==> src/rtl/issue_unit_dispatcher_pkg.sv <==
// Types shared by the issue-queue dispatchers: execute-unit class and the issue->execute payload.
// credit_width() sizes a credit counter that holds 0..depth inclusive.
package issue_unit_dispatcher_pkg;

    typedef enum logic [2:0] {
        OP_ALU = 3'd0,
        OP_BRU = 3'd1,
        OP_CSR = 3'd2,
        OP_DIV = 3'd3,
        OP_LSU = 3'd4,
        OP_MUL = 3'd5
    } op_unit_t;

    typedef struct packed {
        op_unit_t    unit;
        logic [4:0]  opcode;
        logic [7:0]  rob_id;
        logic [47:0] imm;
        logic [63:0] operand;
    } issue_execute_pack_t;

    function automatic int credit_width(input int depth);
        return $clog2(depth + 1);
    endfunction

endpackage

==> src/rtl/issue_dispatch_credit.sv <==
// One execute-FIFO credit counter: starts full, -1 per grant, +1 per pop, refilled by flush.
// Next-cycle update; grant and pop together cancel. A pop while already full saturates.
module issue_dispatch_credit
    import issue_unit_dispatcher_pkg::*;
#(
    parameter int FIFO_DEPTH = 4,
    parameter int CW         = credit_width(FIFO_DEPTH)
) (
    input  logic          clk,
    input  logic          rst,
    input  logic          flush,
    input  logic          grant,
    input  logic          pop,
    output logic [CW-1:0] count,
    output logic          nonzero
);

    localparam logic [CW-1:0] FULL = CW'(FIFO_DEPTH);
    localparam logic [CW-1:0] ONE  = CW'(1);

    always_ff @(posedge clk or posedge rst) begin
        if (rst) begin
            count <= FULL;
        end else if (flush) begin
            count <= FULL;
        end else if (grant && !pop) begin
            count <= count - ONE;
        end else if (pop && !grant && count != FULL) begin
            count <= count + ONE;
        end
    end

    assign nonzero = (count != '0);

    // The execute side can never hold more entries than the FIFO has.
    pop_when_full: assert property (@(posedge clk) disable iff (rst || flush)
        !(pop && count == FULL));

endmodule

==> src/rtl/issue_unit_dispatcher.sv <==
// Round-robin, in-order credit dispatcher; grants are comb, pushes registered (1 cycle), zero-credit units skipped.
// Optional ISSUE_DISPATCH_STAT_EN adds saturating stat_dispatched / stat_stall_cycles counters.
module issue_unit_dispatcher
    import issue_unit_dispatcher_pkg::*;
#(
    parameter int ISSUE_WIDTH = 2,
    parameter int UNIT_NUM    = 2,
    parameter int FIFO_DEPTH  = 4,
    parameter int DATA_WIDTH  = $bits(issue_execute_pack_t)
) (
    input  logic                              clk,
    input  logic                              rst,
    input  logic                              flush,
    input  logic [ISSUE_WIDTH-1:0]            req_valid,
    input  logic [ISSUE_WIDTH*DATA_WIDTH-1:0] req_data,
    output logic [ISSUE_WIDTH-1:0]            req_ready,
    input  logic [UNIT_NUM-1:0]               unit_pop,
    output logic [UNIT_NUM-1:0]               fifo_push,
    output logic [UNIT_NUM*DATA_WIDTH-1:0]    fifo_data,
    output logic                              full_add,
`ifdef ISSUE_DISPATCH_STAT_EN
    output logic [31:0]                       stat_dispatched,
    output logic [31:0]                       stat_stall_cycles,
`endif
    output logic                              stall
);

    localparam int CW = credit_width(FIFO_DEPTH);
    localparam int RW = (UNIT_NUM > 1) ? $clog2(UNIT_NUM) : 1;
    localparam int SW = (ISSUE_WIDTH > 1) ? $clog2(ISSUE_WIDTH) : 1;

    logic [RW-1:0]       rr_ptr;
    logic [RW-1:0]       rr_next;
    logic [UNIT_NUM-1:0] unit_grant;
    logic [UNIT_NUM-1:0] unit_nonzero;
    logic [SW-1:0]       unit_slot [UNIT_NUM];
    logic [CW-1:0]       credit    [UNIT_NUM];
    logic                denied;
    logic                any_grant;
    logic                full_cond;

    genvar g;
    generate
        for (g = 0; g < UNIT_NUM; g++) begin : g_credit
            issue_dispatch_credit #(
                .FIFO_DEPTH (FIFO_DEPTH),
                .CW         (CW)
            ) u_credit (
                .clk     (clk),
                .rst     (rst),
                .flush   (flush),
                .grant   (unit_grant[g]),
                .pop     (unit_pop[g]),
                .count   (credit[g]),
                .nonzero (unit_nonzero[g])
            );

            grant_needs_credit: assert property (@(posedge clk) disable iff (rst)
                unit_grant[g] |-> credit[g] != '0);
        end
    endgenerate

    // Each valid slot takes the next untaken unit with credit, scanning from rr_ptr;
    // the first valid slot that finds none blocks every younger slot.
    always_comb begin
        logic blocked;
        logic found;
        int   u;
        int   last_u;
        unit_grant = '0;
        req_ready  = '0;
        denied     = 1'b0;
        any_grant  = 1'b0;
        blocked    = 1'b0;
        found      = 1'b0;
        u          = 0;
        last_u     = 0;
        for (int s = 0; s < UNIT_NUM; s++) begin
            unit_slot[s] = '0;
        end
        for (int i = 0; i < ISSUE_WIDTH; i++) begin
            found = 1'b0;
            if (req_valid[i] && !flush && !blocked) begin
                for (int k = 0; k < UNIT_NUM; k++) begin
                    u = (int'(rr_ptr) + k) % UNIT_NUM;
                    if (!found && unit_nonzero[u] && !unit_grant[u]) begin
                        found         = 1'b1;
                        unit_grant[u] = 1'b1;
                        unit_slot[u]  = SW'(i);
                        last_u        = u;
                    end
                end
            end
            if (req_valid[i] && !flush) begin
                if (found) begin
                    req_ready[i] = 1'b1;
                    any_grant    = 1'b1;
                end else begin
                    blocked = 1'b1;
                    denied  = 1'b1;
                end
            end
        end
        rr_next   = any_grant ? RW'((last_u + 1) % UNIT_NUM) : rr_ptr;
        full_cond = denied && !(|unit_nonzero);
    end

    assign stall = denied;

    always_ff @(posedge clk or posedge rst) begin
        if (rst) begin
            fifo_push <= '0;
            fifo_data <= '0;
            full_add  <= 1'b0;
            rr_ptr    <= '0;
        end else if (flush) begin
            fifo_push <= '0;
            fifo_data <= '0;
            full_add  <= 1'b0;
            rr_ptr    <= '0;
        end else begin
            fifo_push <= unit_grant;
            full_add  <= full_cond;
            rr_ptr    <= rr_next;
            for (int u2 = 0; u2 < UNIT_NUM; u2++) begin
                if (unit_grant[u2]) begin
                    fifo_data[u2*DATA_WIDTH +: DATA_WIDTH] <=
                        req_data[int'(unit_slot[u2])*DATA_WIDTH +: DATA_WIDTH];
                end
            end
        end
    end

`ifdef ISSUE_DISPATCH_STAT_EN
    logic [31:0] grant_cnt;
    assign grant_cnt = 32'($countones(req_ready));

    // Perf counters survive flush; only reset clears them.
    always_ff @(posedge clk or posedge rst) begin
        if (rst) begin
            stat_dispatched   <= '0;
            stat_stall_cycles <= '0;
        end else begin
            if (stat_dispatched > (32'hFFFF_FFFF - grant_cnt)) begin
                stat_dispatched <= 32'hFFFF_FFFF;
            end else begin
                stat_dispatched <= stat_dispatched + grant_cnt;
            end
            if (stall && stat_stall_cycles != 32'hFFFF_FFFF) begin
                stat_stall_cycles <= stat_stall_cycles + 32'd1;
            end
        end
    end
`endif

endmodule

==> config.mk <==
export PLATFORM = sky130hd
export DESIGN_NAME = issue_unit_dispatcher
export DESIGN_NICKNAME = d
export VERILOG_FILES = /design/src/rtl/issue_unit_dispatcher_pkg.sv /design/src/rtl/issue_dispatch_credit.sv /design/src/rtl/issue_unit_dispatcher.sv
export SDC_FILE = /design/constraint.sdc
export NUM_CORES = 1
export LEC_CHECK = 0
export CORE_AREA = 2 2 222 224
export DETAILED_ROUTE_END_ITERATION = 16
export DIE_AREA = 0 0 224 226
export HOLD_SLACK_MARGIN = 0.06
export PLACE_DENSITY = 0.68
export SLEW_MARGIN = 10
export SYNTH_ARGS = -nofsm -noshare
export SYNTH_HDL_FRONTEND = slang
export SYNTH_SLANG_ARGS = --single-unit
==> constraint.sdc <==
create_clock -name clk -period 11.5 [get_ports clk]
set_input_delay 2.3 -clock clk [delete_from_list [all_inputs] [get_ports clk]]
set_output_delay 2.3 -clock clk [all_outputs]
set_load 0.02 [all_outputs]
==> results of run 1 <==
metal layers:
| metal | GRT usage (%) | wire, microns | up-vias |
|---|---|---|---|
| met3 | 4.645 | 4282 | 150 |
| met4 | 10.43 | 2700 | 4 |
| met2 | 35.63 | 27350 | 676 |
| met5 | 0 | 25 | - |
| li1 | - | - | 6192 |
| met1 | 26.19 | 22190 | 7005 |
worst register-to-register path: stages (launching register included):
cell	delay, ps
dfrtp_1	480
or3_1	540
a2111oi_4	400
buf_4	480
or2_4	580
buf_4	740
buf_4	800
o221ai_2	230
power by group through the flow:
stage / clock network [mW] / logic [mW] / registers, mW
4_1_cts: 1.00 / 1.44 / 1.26
3_3_place_gp: 0 / 1.42 / 1.26
2_1_floorplan: 0 / 0.524 / 1.50
5_1_grt: 1.04 / 1.52 / 1.28
6_report: 0.987 / 1.43 / 1.26
3_5_place_dp: 0 / 1.44 / 1.27
state kept, by name, summed over array words and instances (netlist names):
register	cells
full_add	1
fifo_push	2
rr_ptr	1
g_credit.u_credit.count	6
fifo_data	256
area by class of cell:
type,instances,area (sq um),share of cell area [%]
inverters,6,45.04,0.2172
multi-input cells,972,6824,32.91
flip-flops and latches,266,6659,32.11
clock buffers,48,929.6,4.483
diodes,7,17.52,0.08446
clock inverters,9,72.57,0.3499
repair buffers,543,5413,26.10
well taps,622,778.2,3.753
per-stage QoR:
stage | std cells | worst slack (ps)
floorplan | 1418 | 1878
global placement | 2409 | 4630
detailed placement | 2409 | 4572
CTS | 2466 | 4950
global route | 2472 | 4876
finish | 2473 | 4934
logic make-up (layout without fill, tap and decap cells):
logic type,count (synthesis),in the layout,synth area share [%]
muxes,9,9,0.6610
DFF,266,266,46.29
and+or+nand+nor,550,550,19.22
buffers and inverters,180,606,6.558
xor gates and xnor gates,3,3,0.1827
AOI/OAI and AO/OA,407,407,26.74
other,0,7,0
adders and majority gates,3,3,0.3479
synthesized netlist by cell type (all sizes together) (2+ instances only):
| cell type | n |
|---|---|
| fa | 2 |
| nor3 | 3 |
| inv | 6 |
| dfstp | 2 |
| and3 | 256 |
| nand2b | 2 |
| a22o | 2 |
| buf | 59 |
| dfrtp | 264 |
| mux2i | 5 |
| nor4 | 2 |
| nand3 | 2 |
| o221ai | 128 |
| clkbuf | 115 |
| mux2 | 4 |
| nor3b | 3 |
| a21oi | 8 |
| or3 | 4 |
| a211o | 2 |
| o21ai | 130 |
| a311o | 128 |
| nand2 | 261 |
| nor2 | 12 |
| xnor2 | 3 |
path summary, 6_finish.rpt:
path / to / cells after the start
max: req_ready[1] / 4
min: fifo_data[152]$_DFFE_PP0P_ / 2
max reg2reg: fifo_data[198]$_DFFE_PP0P_ / 7
min reg2reg: fifo_data[152]$_DFFE_PP0P_ / 2
max in group asynchronous: fifo_data[248]$_DFFE_PP0P_ / 3
min in group asynchronous: fifo_data[79]$_DFFE_PP0P_ / 2
==> results_dict.tcl, run 1 <==
set metrics [dict create \
    end_kind "output pin" \
    drc 0 \
    clk_pin_slew_worst_paths_ps 60 \
    rows 81 \
    worstPathMaxFanout 16 \
    die_h_microns 226 \
    syn2layout_area_growth_pct 44.16 \
    vias_per_cell 5.672 \
    clk_path_buf_depth 3 \
    cts-htree-levels 1 \
    synth_edf_count 0 \
    worst_setup_path_start_kind "primary input" \
    wirelength_mm 56.55 \
    cts_tree "done" \
    whs_ps 568.0 \
    avgSynthCellArea_sq_um 10.15 \
    min_path_type "flop to flop" \
    cts_setup_buffers 0 \
    fin_crit_ps 6566 \
    nets 2085 \
    drtAntennaViolNets 0 \
    syn-num-nets 1683 \
    yosysUniqueCellTypes 47 \
    die_area_sq_um 50620 \
    fill_cells 4654 \
    power_switching_mw 1.318 \
    timing.rr.start "g_credit[0].u_credit.count[0]$_DFFE_PP0P_" \
    async_flop_share_pct 100.0 \
    postLayoutCoreUtil_pct 42.90 \
    status "completed" \
    hpwl_mm 35.32 \
    hold_violations 0 \
    yosys.area.top_type "dfrtp_1" \
    switching_share_pct 35.84 \
    path_delay_family "buffers and inverters" \
    cts_resized 0 \
    yosys_most_used_dff "dfrtp_1" \
    synthTopCellsByArea "dfrtp_1 46%, and3_1 11%, o221ai_2 10%" \
    internal-power_mw 2.360 \
    finClkSkew_ps 13.72 \
    final_max_slew_viol_count 0 \
    dpl_cell_area_sq_um 19720 \
    peakVddDrop_uv 99.03 \
    drtIter0Drc 1243 \
    num_vias 14027 \
    rsz0062_at_grt "false" \
    synth_top_area_share_pct 45.92 \
    path_buf_inv 2 \
    hold_buffers 0 \
    p_seq_share_pct 34.2 \
    combPwrFrac_pct 39.0 \
    mostFrequentLayoutCell "clkdlybuf4s50_1" \
    gp_congestion 0.8472 \
    grt_max_degree 157 \
    start_util_pct 29.76 \
    ys_seq_area_share_pct 46.29 \
    grt_pass1_wl_mm 85.78 \
    startpoint "flush" \
    drtPass1Iterations 5 \
    ios 525 \
    grt_usage_pct 21.36 \
    worst_pin_slew_ps 1316 \
    worstPathCellList "clkdlybuf4s50_1 -> nand2b_1 -> nor2_1 -> clkdlybuf4s50_1" \
    timing.final.crit_share_pct 57.10 \
    die_w_microns 224 \
    antenna_found_initial 9 \
    drv_cap 0 \
    drive_above_1_share_pct 10.20 \
    setup_viol 0 \
    insertion_delay_ps 570 \
    tns_ps 0 \
    final_area_sq_um 20740 \
    power_mw 3.678 \
    cts.root.buffer_cell "clkbuf_16" \
    cp_common_cell "clkdlybuf4s50_1" \
    portBuffers 524 \
    powerDensity_nw_per_um2 177.4 \
    critical_path.max_stage_delay_ps 770 \
    p_leak_nw 8.839 \
    syn_area_sq_um 14390 \
    grt_remaining_overflow 0 \
    max_freq_mhz 152.3 \
    crit_type "primary input to output pin" \
    r2r_setup_slack_ps 7100 \
    arrival_ps 4270 \
    p_clk_share_pct 26.8 \
    grt_pass1_vias 14469 \
    wl_per_cell_microns 22.87 \
    slew_headroom_pct 12.28 \
    final_cell_mix "524 x clkdlybuf4s50_1, 264 x dfrtp_1, 260 x nand2_1" \
    worst_ep_required_time_ps 9200 \
    critPathSlowestCell "clkdlybuf4s50_1" \
    synth_seq_cells 266 \
    cts_sinks 266 \
    cts_buffers 31 \
    worstHoldStart "fifo_data[152]$_DFFE_PP0P_" \
    postSynthCellCount 1418 \
    yosysWarnings 0 \
    core_region_area_sq_um 48340 \
]
(Power assumes the default switching activity.)
==> run 2, diff against run 1 <==
- clock period: 11.5 -> 6.3 ns (I/O delays scaled with it)
==> results_dict.tcl, run 2 (synthesized netlist as in run 1, its figures left out) <==
set metrics [dict create \
    grt_max_degree 139 \
    max_freq_mhz 223.6 \
    drc 0 \
    wirelength_mm 57.28 \
    drv_cap 0 \
    num_vias 14197 \
    drtAntennaViolNets 0 \
    grt_pass1_vias 14668 \
    largest_reg_flops 256 \
    status "completed" \
    fill_cells 4567 \
    die_w_microns 224 \
    crit_type "primary input to output pin" \
    insertion_delay_ps 530 \
    fin_crit_ps 4472 \
    powerDensity_nw_per_um2 328.4 \
    timing.rr.start "g_credit[0].u_credit.count[0]$_DFFE_PP0P_" \
    r2r-end "g_credit[0].u_credit.count[1]$_DFFE_PP0P_" \
    cts_resized 0 \
    vias_per_cell 5.741 \
    slew_headroom_pct 20.65 \
    critical_path.endpoint "req_ready[1]" \
    ff_latch_area_sq_um 6659 \
    rr_worst_depth 7 \
    multi_input_area_sq_um 6824 \
    cts-htree-levels 2 \
    pre_cts_ws_ps 1781 \
    r2r_setup_slack_ps 3000 \
    tns_ps 0 \
    min_path_type "flop to flop" \
    drive_above_1_share_pct 10.43 \
    start_util_pct 29.76 \
    wl_per_cell_microns 23.16 \
    cts_buffers 34 \
    clk_pin_slew_worst_paths_ps 60 \
    finClkSkew_ps 9.529 \
    worst_pin_slew_ps 1190 \
    power_mw 6.868 \
    cts_sinks 266 \
    setup_viol 0 \
    final_cell_mix "524 x clkdlybuf4s50_1, 264 x dfrtp_1, 260 x nand2_1" \
    final_max_slew_viol_count 0 \
    worst_setup_path_start_kind "primary input" \
    worstPathMaxFanout 16 \
    postLayoutCoreUtil_pct 43.25 \
    end_kind "output pin" \
    rsz0062_at_grt "false" \
    p_leak_nw 8.914 \
    whs_ps 568.7 \
    ios 525 \
    peakVddDrop_uv 217.0 \
    cts_setup_buffers 0 \
    hold_violations 0 \
    die_area_sq_um 50620 \
    die_h_microns 226 \
    timing.final.crit_share_pct 70.98 \
    core_region_area_sq_um 48340 \
    top_regs "fifo_data x256, g_credit.u_credit.count x6, fifo_push x2" \
    grt_usage_pct 21.71 \
    drtPass1Iterations 5 \
    arrival_ps 3210 \
    syn2layout_area_growth_pct 45.35 \
    top_register "fifo_data" \
    mostFrequentLayoutCell "clkdlybuf4s50_1" \
    worst_slack_ps 1828 \
    cts.root.buffer_cell "clkbuf_16" \
    hpwl_mm 35.31 \
    grt_pass1_wl_mm 87.03 \
    gp_congestion 0.8148 \
    drtIter0Drc 1287 \
    grt_remaining_overflow 0 \
    cts_tree "done" \
    rows 81 \
    nets 2091 \
    hold_buffers 0 \
    worst_ep_required_time_ps 5040 \
    portBuffers 524 \
    clk_path_buf_depth 3 \
    antenna_found_initial 2 \
    startpoint "flush" \
]
## run 2: worst min-delay path by stage
stage | startpoint | end | depth (start not counted)
CTS | fifo_data[198]$_DFFE_PP0P_ | fifo_data[198]$_DFFE_PP0P_ | 2
finish | fifo_data[159]$_DFFE_PP0P_ | fifo_data[159]$_DFFE_PP0P_ | 2
global route | fifo_data[194]$_DFFE_PP0P_ | fifo_data[194]$_DFFE_PP0P_ | 2
floorplan | g_credit[0].u_credit.count[2]$_DFFE_PP1P_ | g_credit[0].u_credit.count[2]$_DFFE_PP1P_ | 2
global placement | fifo_data[228]$_DFFE_PP0P_ | fifo_data[228]$_DFFE_PP0P_ | 2
detailed placement | fifo_data[174]$_DFFE_PP0P_ | fifo_data[174]$_DFFE_PP0P_ | 2
## run 2: cell type report
| type | count | area share [%] |
|---|---|---|
| diodes | 1 | 0.01197 |
| clock buffers | 53 | 5.050 |
| repair buffers | 546 | 26.35 |
| multi-input cells | 972 | 32.64 |
| well taps | 622 | 3.722 |
| flip-flops and latches | 266 | 31.85 |
| clock inverters | 7 | 0.1855 |
| inverters | 6 | 0.1975 |
## run 2: critical path, cell delays in order
cell,delay (ps)
clkdlybuf4s50_1,740
nand2b_1,400
nor2_1,150
clkdlybuf4s50_1,650
## run 2: per-layer routing
layer | global-route usage, % | up-vias | wire length (microns)
met4 | 9.290 | 2 | 2171
met3 | 5.933 | 143 | 4948
met5 | 0 | - | 10
met1 | 26.05 | 7160 | 22180
met2 | 36.58 | 692 | 27970
li1 | - | 6200 | -
## run 2: report_power, final
| part | leakage, nW | switching (mW) | internal, mW | total, mW |
|---|---|---|---|---|
| registers | 3.46 | 0.223 | 2.08 | 2.30 |
| clock network | 0.544 | 0.780 | 1.15 | 1.93 |
| logic | 4.91 | 1.44 | 1.20 | 2.64 |
| total | 8.91 | 2.44 | 4.42 | 6.87 |
## run 2: per-stage QoR
stage / area, sq um / std cells
after floorplan: 14390 / 1418
after global placement: 19810 / 2412
after detailed placement: 19810 / 2412
after CTS: 20910 / 2472
after global routing: 20910 / 2473
final: 20910 / 2473
==> run 3, diff against run 2 <==
- PLACE_DENSITY: 0.68 -> 0.71
- clock period: 6.3 -> 3.9 ns (I/O delays scaled with it)
==> results_dict.tcl, run 3 (synthesized netlist as in run 1, its figures left out) <==
set metrics [dict create \
    cts_resized 0 \
    wl_per_cell_microns 23.38 \
    syn2layout_area_growth_pct 46.86 \
    final_cell_mix "524 x clkdlybuf4s50_1, 264 x dfrtp_1, 260 x nand2_1" \
    grt_pass1_wl_mm 88.00 \
    drtAntennaViolNets 0 \
    hold_buffers 0 \
    slew_headroom_pct 16.83 \
    clk_path_buf_depth 3 \
    min_path_type "flop to flop" \
    worst_pin_slew_ps 1248 \
    num_vias 14418 \
    finClkSkew_ps 7.066 \
    cts-htree-levels 1 \
    end_kind "output pin" \
    drive_above_1_share_pct 11.32 \
    hold_violations 0 \
    drtPass1Iterations 6 \
    crit_type "flop to output pin" \
    fin_crit_ps 3475 \
    cts_tree "done" \
    die_h_microns 226 \
    die_w_microns 224 \
    vias_per_cell 5.795 \
    cts_sinks 266 \
    rows 81 \
    core_region_area_sq_um 48340 \
    grt_usage_pct 21.85 \
    arrival_ps 2700 \
    final_max_slew_viol_count 0 \
    largest_reg_flops 256 \
    portBuffers 524 \
    worst_slack_ps 424.9 \
    grt_remaining_overflow 0 \
    dpl_cell_area_sq_um 20050 \
    rsz0062_at_grt "false" \
    antenna_found_initial 4 \
    pre_cts_ws_ps 408.0 \
    peakVddDrop_uv 298.7 \
    cts.root.buffer_cell "clkbuf_16" \
    fill_cells 4580 \
    powerDensity_nw_per_um2 526.4 \
    worst_ep_required_time_ps 3120 \
    grt_pass1_vias 14939 \
    max_freq_mhz 287.8 \
    drtIter0Drc 1318 \
    final_area_sq_um 21130 \
    gp_congestion 0.8331 \
    die_area_sq_um 50620 \
    status "completed" \
    mostFrequentLayoutCell "clkdlybuf4s50_1" \
    timing.final.crit_share_pct 89.10 \
    worstPathMaxFanout 7 \
    insertion_delay_ps 570 \
    p_leak_nw 9.023 \
    top_register "fifo_data" \
    multi_input_area_sq_um 6824 \
    tns_ps 0 \
    top_regs "fifo_data x256, g_credit.u_credit.count x6, fifo_push x2" \
    grt_max_degree 129 \
    ios 525 \
    cts_setup_buffers 0 \
    cts_buffers 31 \
    worst_setup_path_start_kind "flop" \
    drc 0 \
    wirelength_mm 58.16 \
    hpwl_mm 36.66 \
    clk_pin_slew_worst_paths_ps 60 \
    setup_viol 0 \
    nets 2106 \
    ff_latch_area_sq_um 6659 \
    start_util_pct 29.76 \
    drv_cap 0 \
]
[run 3: path summary, 6_finish.rpt]
check	from	slack (ps)	cells past startpoint	endpoint
setup / recovery	g_credit[1].u_credit.count[1]$_DFFE_PP0P_	420	5	stall
hold / removal	fifo_data[240]$_DFFE_PP0P_	570	2	fifo_data[240]$_DFFE_PP0P_
setup reg to reg	g_credit[0].u_credit.count[0]$_DFFE_PP0P_	1170	6	fifo_data[232]$_DFFE_PP0P_
hold reg to reg	fifo_data[240]$_DFFE_PP0P_	570	2	fifo_data[240]$_DFFE_PP0P_
max in group asynchronous	rst	2430	3	fifo_data[128]$_DFFE_PP0P_
min in group asynchronous	rst	700	3	fifo_data[66]$_DFFE_PP0P_
[run 3: final cells by class]
class                      count  share of cell area, %
clock buffer                  48                  4.542
multi-input combinational    972                  32.30
timing repair buffer         564                  27.19
tap                          622                  3.684
clock inverter                 8                 0.5448
sequential                   266                  31.52
antenna                        2                0.02369
inverter                       6                 0.1954
[run 3: critical path, stage by stage (launching register included)]
cell	delay, ps
dfrtp_1	460
nor3_2	510
maj3_1	290
a22oi_1	80
nor2_1	120
clkdlybuf4s50_1	650
[run 3: where the power goes]
part	total (mW)	switching (mW)	internal, mW
clock	3.06	1.19	1.87
combinational	4.32	2.34	1.98
sequential	3.73	0.379	3.35
total	11.1	3.91	7.21
[run 3: per-stage QoR]
| stage | power [mW] | std cells | hold WS [ps] | utilization [%] |
|---|---|---|---|---|
| 2_1_floorplan | 5.962 | 1418 | 544.0 | - |
| 3_3_place_gp | 8.013 | 2430 | 558.0 | 41.47 |
| 3_5_place_dp | 8.093 | 2430 | 562.6 | 41.47 |
| 4_1_cts | 11.19 | 2486 | 572.3 | 43.69 |
| 5_1_grt | 11.59 | 2488 | 582.5 | 43.70 |
| 6_report | 11.12 | 2488 | 570.5 | 43.70 |
[run 3: per-layer routing]
metal	wire (microns)	vias up	track usage [%]
li1	-	6223	-
met1	22350	7319	26.61
met2	28960	732	37.66
met3	4797	142	4.489
met4	2037	2	8.946
met5	16	-	0
